`src/rtl/pipemem_bus_ctrl.sv`:
```
// pipemem_bus_ctrl
// MEM-stage controller sitting behind the EX/MEM pipeline register. A load
// or store becomes a req/ack transaction on the data-memory bus. The pipeline
// is stalled while the memory is busy. An access is aborted on a misaligned
// address or when the ack never arrives. The module also owns the MEM/WB
// register that feeds write-back.
//
// Ports
//   clk         clock, every state update happens on the rising edge
//   clrn        synchronous active-low reset
//   mwreg       EX/MEM: instruction writes the register file
//   mm2reg      EX/MEM: instruction is a load
//   mwmem       EX/MEM: instruction is a store
//   malu        EX/MEM: ALU result, also used as the memory address
//   mb          EX/MEM: store data
//   mrn         EX/MEM: destination register number
//   mem_req     bus request (combinational)
//   mem_we      bus direction, 1 = write
//   mem_addr    bus address
//   mem_wdata   bus write data
//   mem_ack     memory done; read data is valid in the same cycle
//   mem_rdata   bus read data
//   stall       freezes PC, IF/ID, ID/EX and EX/MEM (combinational)
//   wwreg       MEM/WB: register write enable
//   wm2reg      MEM/WB: select memory data
//   wmo         MEM/WB: loaded data
//   walu        MEM/WB: ALU result
//   wrn         MEM/WB: destination register
//   misalign    pulse: access whose address is not word aligned
//   bus_err     pulse: access aborted because the ack never arrived
//   err_sticky  set by misalign or bus_err, cleared only by reset
module pipemem_bus_ctrl #(
    parameter int DW       = 32,
    parameter int RW       = 5,
    parameter int MAX_WAIT = 16
) (
    input  logic          clk,
    input  logic          clrn,
    input  logic          mwreg,
    input  logic          mm2reg,
    input  logic          mwmem,
    input  logic [DW-1:0] malu,
    input  logic [DW-1:0] mb,
    input  logic [RW-1:0] mrn,
    output logic          mem_req,
    output logic          mem_we,
    output logic [DW-1:0] mem_addr,
    output logic [DW-1:0] mem_wdata,
    input  logic          mem_ack,
    input  logic [DW-1:0] mem_rdata,
    output logic          stall,
    output logic          wwreg,
    output logic          wm2reg,
    output logic [DW-1:0] wmo,
    output logic [DW-1:0] walu,
    output logic [RW-1:0] wrn,
    output logic          misalign,
    output logic          bus_err,
    output logic          err_sticky
);

    localparam int CW = $clog2(MAX_WAIT);

    typedef enum logic {
        IDLE = 1'b0,
        WAIT = 1'b1
    } state_t;

    state_t          state_reg;
    state_t          state_next;
    logic [CW-1:0]   wcnt_reg;
    logic [CW-1:0]   wcnt_next;

    logic            access;
    logic            fault;
    logic            timeout;
    logic            load_done;

    // Reset gates the access term so that a request is withdrawn in the same
    // cycle that clrn falls, rather than one edge later.
    assign access    = clrn & (mwmem | mm2reg);
    assign fault     = access & (malu[1:0] != 2'b00);
    assign timeout   = (state_reg == WAIT) && (wcnt_reg == CW'(MAX_WAIT - 1));
    assign load_done = mm2reg & mem_req & mem_ack;

    // The bus mirrors the EX/MEM register directly; only req is qualified.
    assign mem_we    = mwmem;
    assign mem_addr  = malu;
    assign mem_wdata = mb;

    // State register
    always_ff @(posedge clk) begin
        if (!clrn) begin
            state_reg <= IDLE;
            wcnt_reg  <= '0;
        end else begin
            state_reg <= state_next;
            wcnt_reg  <= wcnt_next;
        end
    end

    // Next-state logic. wcnt holds the number of request cycles already spent
    // on the current access, so the first WAIT cycle sees wcnt == 1.
    always_comb begin
        state_next = state_reg;
        wcnt_next  = wcnt_reg;
        case (state_reg)
            IDLE: begin
                if (mem_req && !mem_ack) begin
                    state_next = WAIT;
                    wcnt_next  = CW'(1);
                end else begin
                    wcnt_next  = '0;
                end
            end
            WAIT: begin
                // An ack in the timeout cycle still completes normally.
                // A withdrawn request is treated as the end of the access so
                // the FSM can never sit in WAIT with nothing outstanding.
                if (!mem_req || mem_ack || timeout) begin
                    state_next = IDLE;
                    wcnt_next  = '0;
                end else begin
                    wcnt_next  = wcnt_reg + CW'(1);
                end
            end
            default: begin
                state_next = IDLE;
                wcnt_next  = '0;
            end
        endcase
    end

    // Output logic
    always_comb begin
        mem_req  = access & ~fault;
        // The timeout cycle itself does not stall: the instruction retires
        // (without a register write) on the following edge.
        stall    = mem_req & ~mem_ack & ~timeout;
        bus_err  = mem_req & timeout & ~mem_ack;
        misalign = fault;
    end

    // MEM/WB register and sticky error flag
    always_ff @(posedge clk) begin
        if (!clrn) begin
            wwreg      <= 1'b0;
            wm2reg     <= 1'b0;
            wmo        <= '0;
            walu       <= '0;
            wrn        <= '0;
            err_sticky <= 1'b0;
        end else begin
            if (stall) begin
                // Bubble: nothing may be written back while MEM is busy.
                wwreg  <= 1'b0;
                wm2reg <= 1'b0;
            end else begin
                wwreg  <= mwreg & ~fault & ~bus_err;
                wm2reg <= mm2reg;
                walu   <= malu;
                wrn    <= mrn;
                wmo    <= load_done ? mem_rdata : '0;
            end
            if (misalign || bus_err) begin
                err_sticky <= 1'b1;
            end
        end
    end

endmodule
```
`config.mk`:
```
export PLATFORM = sky130hd
export DESIGN_NAME = pipemem_bus_ctrl
export DESIGN_NICKNAME = d
export VERILOG_FILES = /design/src/rtl/pipemem_bus_ctrl.sv
export SDC_FILE = /design/constraint.sdc
export NUM_CORES = 1
export LEC_CHECK = 0
export CORE_MARGIN = 2
export CORE_UTILIZATION = 34
export CTS_CLUSTER_SIZE = 16
export DETAILED_ROUTE_END_ITERATION = 12
export HOLD_SLACK_MARGIN = 0.05
export PLACE_DENSITY = 0.85
export SYNTH_ARGS = -nofsm -noshare
export SYNTH_HDL_FRONTEND = slang
export SYNTH_SLANG_ARGS = --single-unit
```
`constraint.sdc`:
```
create_clock -name clk -period 1.95 [get_ports clk]
set_clock_uncertainty 0.2 [all_clocks]
set_input_delay 0.39 -clock clk [delete_from_list [all_inputs] [get_ports clk]]
set_output_delay 0.39 -clock clk [all_outputs]
set_load 0.005 [all_outputs]
```
======== After elaboration in Yosys (flattened, before gate mapping) ========
Index checks and enable logic that the tools add are counted.
operators by class
  add/sub/neg operators ................... 1
  eq/ne operators ......................... 1
  muxes and demuxes ....................... 7
  bitwise operators ....................... 18
  reductions and logical operators ........ 9
operator list
  kind                                                            number
  32-bit 2-to-1 mux                                               1
  1-bit AND                                                       11
  4-bit one-hot mux with 2 select lines                           1
  1-bit inverter                                                  6
  4-bit by 1-bit adder with 4-bit output (second input constant)  1
  4-bit == test (second input constant)                           1
  4-bit 2-to-1 mux                                                1
  1-bit logical OR                                                3
  1-bit 2-to-1 mux                                                3
  1-bit logical AND                                               2
  1-bit zero test                                                 2
  1-bit one-hot mux with 2 select lines                           1
  2-bit nonzero test                                              1
  2-bit OR reduction                                              1
  1-bit bitwise OR                                                1
storage, ports and cells
  register bits after elaboration ......... 77
  output and inout bits ................... 141
  word-level logic and storage cells ...... 44

======== Longest topological paths before layout ========
  depth in word-level cells ............... 10
  mapped depth ............................ 6
  mapped depth without buffers ............ 4

======== Least setup slack after synthesis ========
Ideal clock, no wire load.
  path kind ............................... register to output
  from .................................... reg wcnt_reg[0]
  to ...................................... out stall
  data arrival time ....................... 1.154 ns
  slack ................................... 0.206 ns
  cell stages (with the launch flop) ...... 6
  path buffers ............................ 2
  cell sequence ........................... dfxtp_1 > ha_1 > nand4_1 > and4bb_1 > buf_6 > buf_6
on the way
  cells in the longest elaborated chain, start to end .. 4
ends and longest elaborated chain
  what                    line  source
  from (decl)             71    logic [CW-1:0] wcnt_reg;
  from (signal assigned)  98    wcnt_reg <= wcnt_next;
  4-bit == test           83    assign timeout = (state_reg == WAIT) && (wcnt_reg == CW'(MAX_WAIT - 1));
  1-bit logical AND       83
  1-bit inverter          139   stall = mem_req & ~mem_ack & ~timeout;
  1-bit AND               139
  to (decl)               51    output logic stall,
No other way between the ends.

======== Worst setup path in the final report ========
  from .................................... reg wcnt_reg[0]
  to ...................................... out bus_err
on the way
  cells in the longest elaborated chain, start to end .. 4
ends and longest elaborated chain
  what                     line  source
  4-bit == test            83
  1-bit logical AND        83
  1-bit AND (2 in series)  140   bus_err = mem_req & timeout & ~mem_ack;
  to (decl)                58    output logic bus_err,
No other way between the ends.

==> results by stage <==
Timing:
- The hold violation total from the final report is 0.
- Subtracting the final worst setup slack from the clock period gives 2100 ps.
- Setup repair after global routing could not meet its margin everywhere.
- The tightest hold path in the finished design has a slack of 235 ps.
- The final count of pins violating max slew is 0.
- Dividing the final minimum period by the clock period gives 1.08.
- The worst setup margin is -149 ps.
- At the pin with the least slew margin, the transition time is between 400 and 500 ps.
- Based on the critical path, the design can be clocked at up to roughly 480 MHz.
- The worst pin sits at a relative slew slack of 0.715.
- The final total negative setup slack is -198 ps.
- Setup violations remaining at the end of the flow were counted as 2.

Place:
- The post-placement setup slack is -645 ps.
- Once placement finished, the instance area stood at roughly 4900 um2.
- The final weighted congestion in routability-driven placement is roughly 0.7.
- The number of buffers inserted by port buffering is between 150 and 200.
- The detailed placer's ending HPWL is about 6400 um.
- Counting tap cells, the placed design contains a total of a little under 600 instances.

Setup path:
- STA classifies the critical path startpoint as a flop.
- The data arrival at the endpoint of the critical path is ~1500 ps.
- The launching point of the worst reg2reg path is wcnt_reg[0].
- The nature of the critical path endpoint is an output port.
- The critical path is of the reg -> out type.
- The worst path required time is ~1400 ps.
- The highest fanout seen on the critical path is 2.
- The critical path starts at wcnt_reg[0].

Finish:
- In the layout the commonest cells are clkdlybuf4s50_1 (143), dfxtp_1 (75), nand2_1 (37), buf_4 (37).
- In the final design database the tool counted around 590 nets.
- The number of fill cells is around 780.
- The repair_antennas step left the layout with diodes totalling 0.
- The largest registers in the layout are walu: 32 flops, wmo: 32 flops, wrn: 5 flops.
- The most frequent standard cell in the layout excluding fill and tap cells is clkdlybuf4s50_1.
- The relative area change from synthesis to final layout is 62.6%.
- Once layout is done, the placed cells without fillers occupy around 5300 um2.
- At the end of the flow the core is filled with cells to 0.570.
- Of the cells placed in the final design, the portion with a size suffix greater than 1 is 0.155.
- Leaving out filler cells and counting taps, the final layout contains approximately 610.

Synthesis:
- After synthesis the netlist holds a flip-flop and latch count of just under 80.
- Yosys mapped the design onto 25 distinct sky130hd cell types.
- Dividing the synthesized area by the synthesized cell count gives between 10 and 15 um2.
- The top cell type's share of synthesized area is 0.476.
- The sequential area share after synthesis is 0.476.
- After synthesis, the cell types taking the most area are dfxtp_1 (48%), buf_4 (15%), mux2i_1 (11%).
- The number of nets in the synthesized netlist is 430.
- Yosys printed 0 warnings.
- The cell taking the most area after synthesis is dfxtp_1.
- Synthesis produced roughly 320 cells.
- The combined area of all synthesized cells is between 3000 and 4000 um2.

GRT:
- Summed over all layers, the global routing overflow is 0.
- The number of antenna violations at the first check in global routing is 0.
- Entering global routing, the biggest net connects 42 pins.
- The number of global-route vias before repair came to 2791.
- For this run, the total global-route usage over all layers was measured as 0.165.
- The wire length of the first global-routing pass is between 10000 and 15000 um.

Power and ir drop:
- Power spread over the standard cell area amounts to approximately 670 nW/um2.
- The reported leakage power is between 2 and 2.5 nW.
- The highest ir drop seen on vdd is ~340 uV.
- The power consumption is roughly 3.5 mW.

Drt:
- In the final routing, the length of wire on met1 measures 3410 um.
- In the routed layout, each cell is associated on average with a via count of 4.40.
- For this run, design rule violations remaining after detail routing come to 0.
- The final route contains between 2000 and 3000 vias.
- The routed design uses around 670 um of met3 wire.
- The highest layer touched by signal routing is met4.
- The count of TritonRoute iterations in the first routing pass is 4.
- Summed over all nets, wire length on met2 after detailed routing comes to 4550 um.
- The routed design has 8810 um of wire.
- Once detail routing completed, the nets flagged for antenna violations numbered 0.
- The average routed wire per standard cell is 14.4 um.
- The count of routing violations after the opening detailed-route iteration is 46.

Die:
- The die covers about 10000 um2.
- The floorplan step set the die height to 102 um.
- The total core area is about 9000 um2.
- During I/O placement, the number of pins put on the boundary was approximately 250.
- After floorplanning, the core was divided into 35 placement rows.
- The initial utilization of the core area, before any placement, comes to 0.350.
- In this run the horizontal extent of the chip is 102 um.

Hold path:
- The type of the most critical hold path is in -> reg.
- The hold path startpoint is mm2reg.

Clock network:
- Buffers inserted during clock tree synthesis total 9.
- The total number of H-tree levels is 3.
- The TritonCTS clock tree is done.
- The maximum clock path buffer count is 2.
- Clock-pin slew was measured on the worst setup and hold paths at roughly 80 ps.
- The clock insertion delay at the later pin of the skew report is 330 ps.
- In this run, post-CTS hold repair placed 0 buffers.
- The clock net in this run drives a total of 77 sinks.
- Clock tree synthesis selected as its root buffer the cell clkbuf_8.

Outcome:
- The flow ran to the end, but the final reports show violations.
- The final reports fail on setup timing.

Job:
- The max-capacitance violation count is 0.
[metal layers]
layer  vias up  GRT usage
li1       1308          -
met1      1250      0.183
met2       121      0.290
met3        24     0.0524
met4         0     0.0707
met5         -          0
[area by class of cell]
| cell class | instances | area (um2) | share of cell area |
|---|---|---|---|
| timing repair buffer | 229 | 2200 | 0.419 |
| sequential | 77 | 1540 | 0.293 |
| multi-input combinational | 128 | 1000 | 0.190 |
| tap | 129 | 161 | 0.0307 |
| clock buffer | 11 | 141 | 0.0269 |
| inverter | 35 | 131 | 0.0250 |
| clock inverter | 5 | 81.3 | 0.0155 |
[logic make-up after synthesis]
| logic type | count (synthesis) | share of synthesized area |
|---|---|---|
| xor+xnor | 1 | 0.00271 |
| fa+ha+maj | 1 | 0.00386 |
| flops | 77 | 0.476 |
| simple gates | 51 | 0.0715 |
| compound gates | 40 | 0.106 |
| buf+inv | 117 | 0.232 |
| mux | 35 | 0.108 |
[Yosys cell counts]
cell / count
buf_2: 3
clkbuf_1: 5
nor3_1: 2
nand4_1: 1
ha_1: 1
nor4_1: 1
mux2i_1: 35
nor2_1: 3
inv_1: 35
and4_1: 1
xor2_1: 1
and4bb_1: 1
a31oi_1: 2
o21ai_2: 1
o31a_1: 1
a22o_1: 34
buf_4: 66
a21boi_1: 1
and3_1: 3
nor4bb_1: 1
a21o_1: 1
nor4b_1: 1
dfxtp_1: 77
buf_6: 8
nand2_1: 37
[report_power, final]
group	total [mW]	internal [mW]	switching (mW)
sequential	1.66	1.63	0.0300
clock	1.34	0.759	0.583
combinational	0.532	0.356	0.176
[worst max-delay path, stage by stage, from the launching register on]
cell and delay [ps]:
dfxtp_2 360, ha_4 140, nand4_1 100, buf_4 170
nor4b_4 250, buf_2 160
[what timing repair did]
action                     in CTS  in global routing
buffers inserted                5                  1
gates resized for setup        65                  8
pin swaps                       3                  3
gates cloned                    0                  2
setup endpoints to repair      82                 43
[path summary, 6_finish.rpt]
check,to,slack [ps],cells after the start
setup / recovery,bus_err,-150,5
hold / removal,wm2reg,240,4
setup reg to reg,wmo[9],80,7
hold reg to reg,walu[20],260,2
Note: power is estimated with default switching activity, not from simulation.
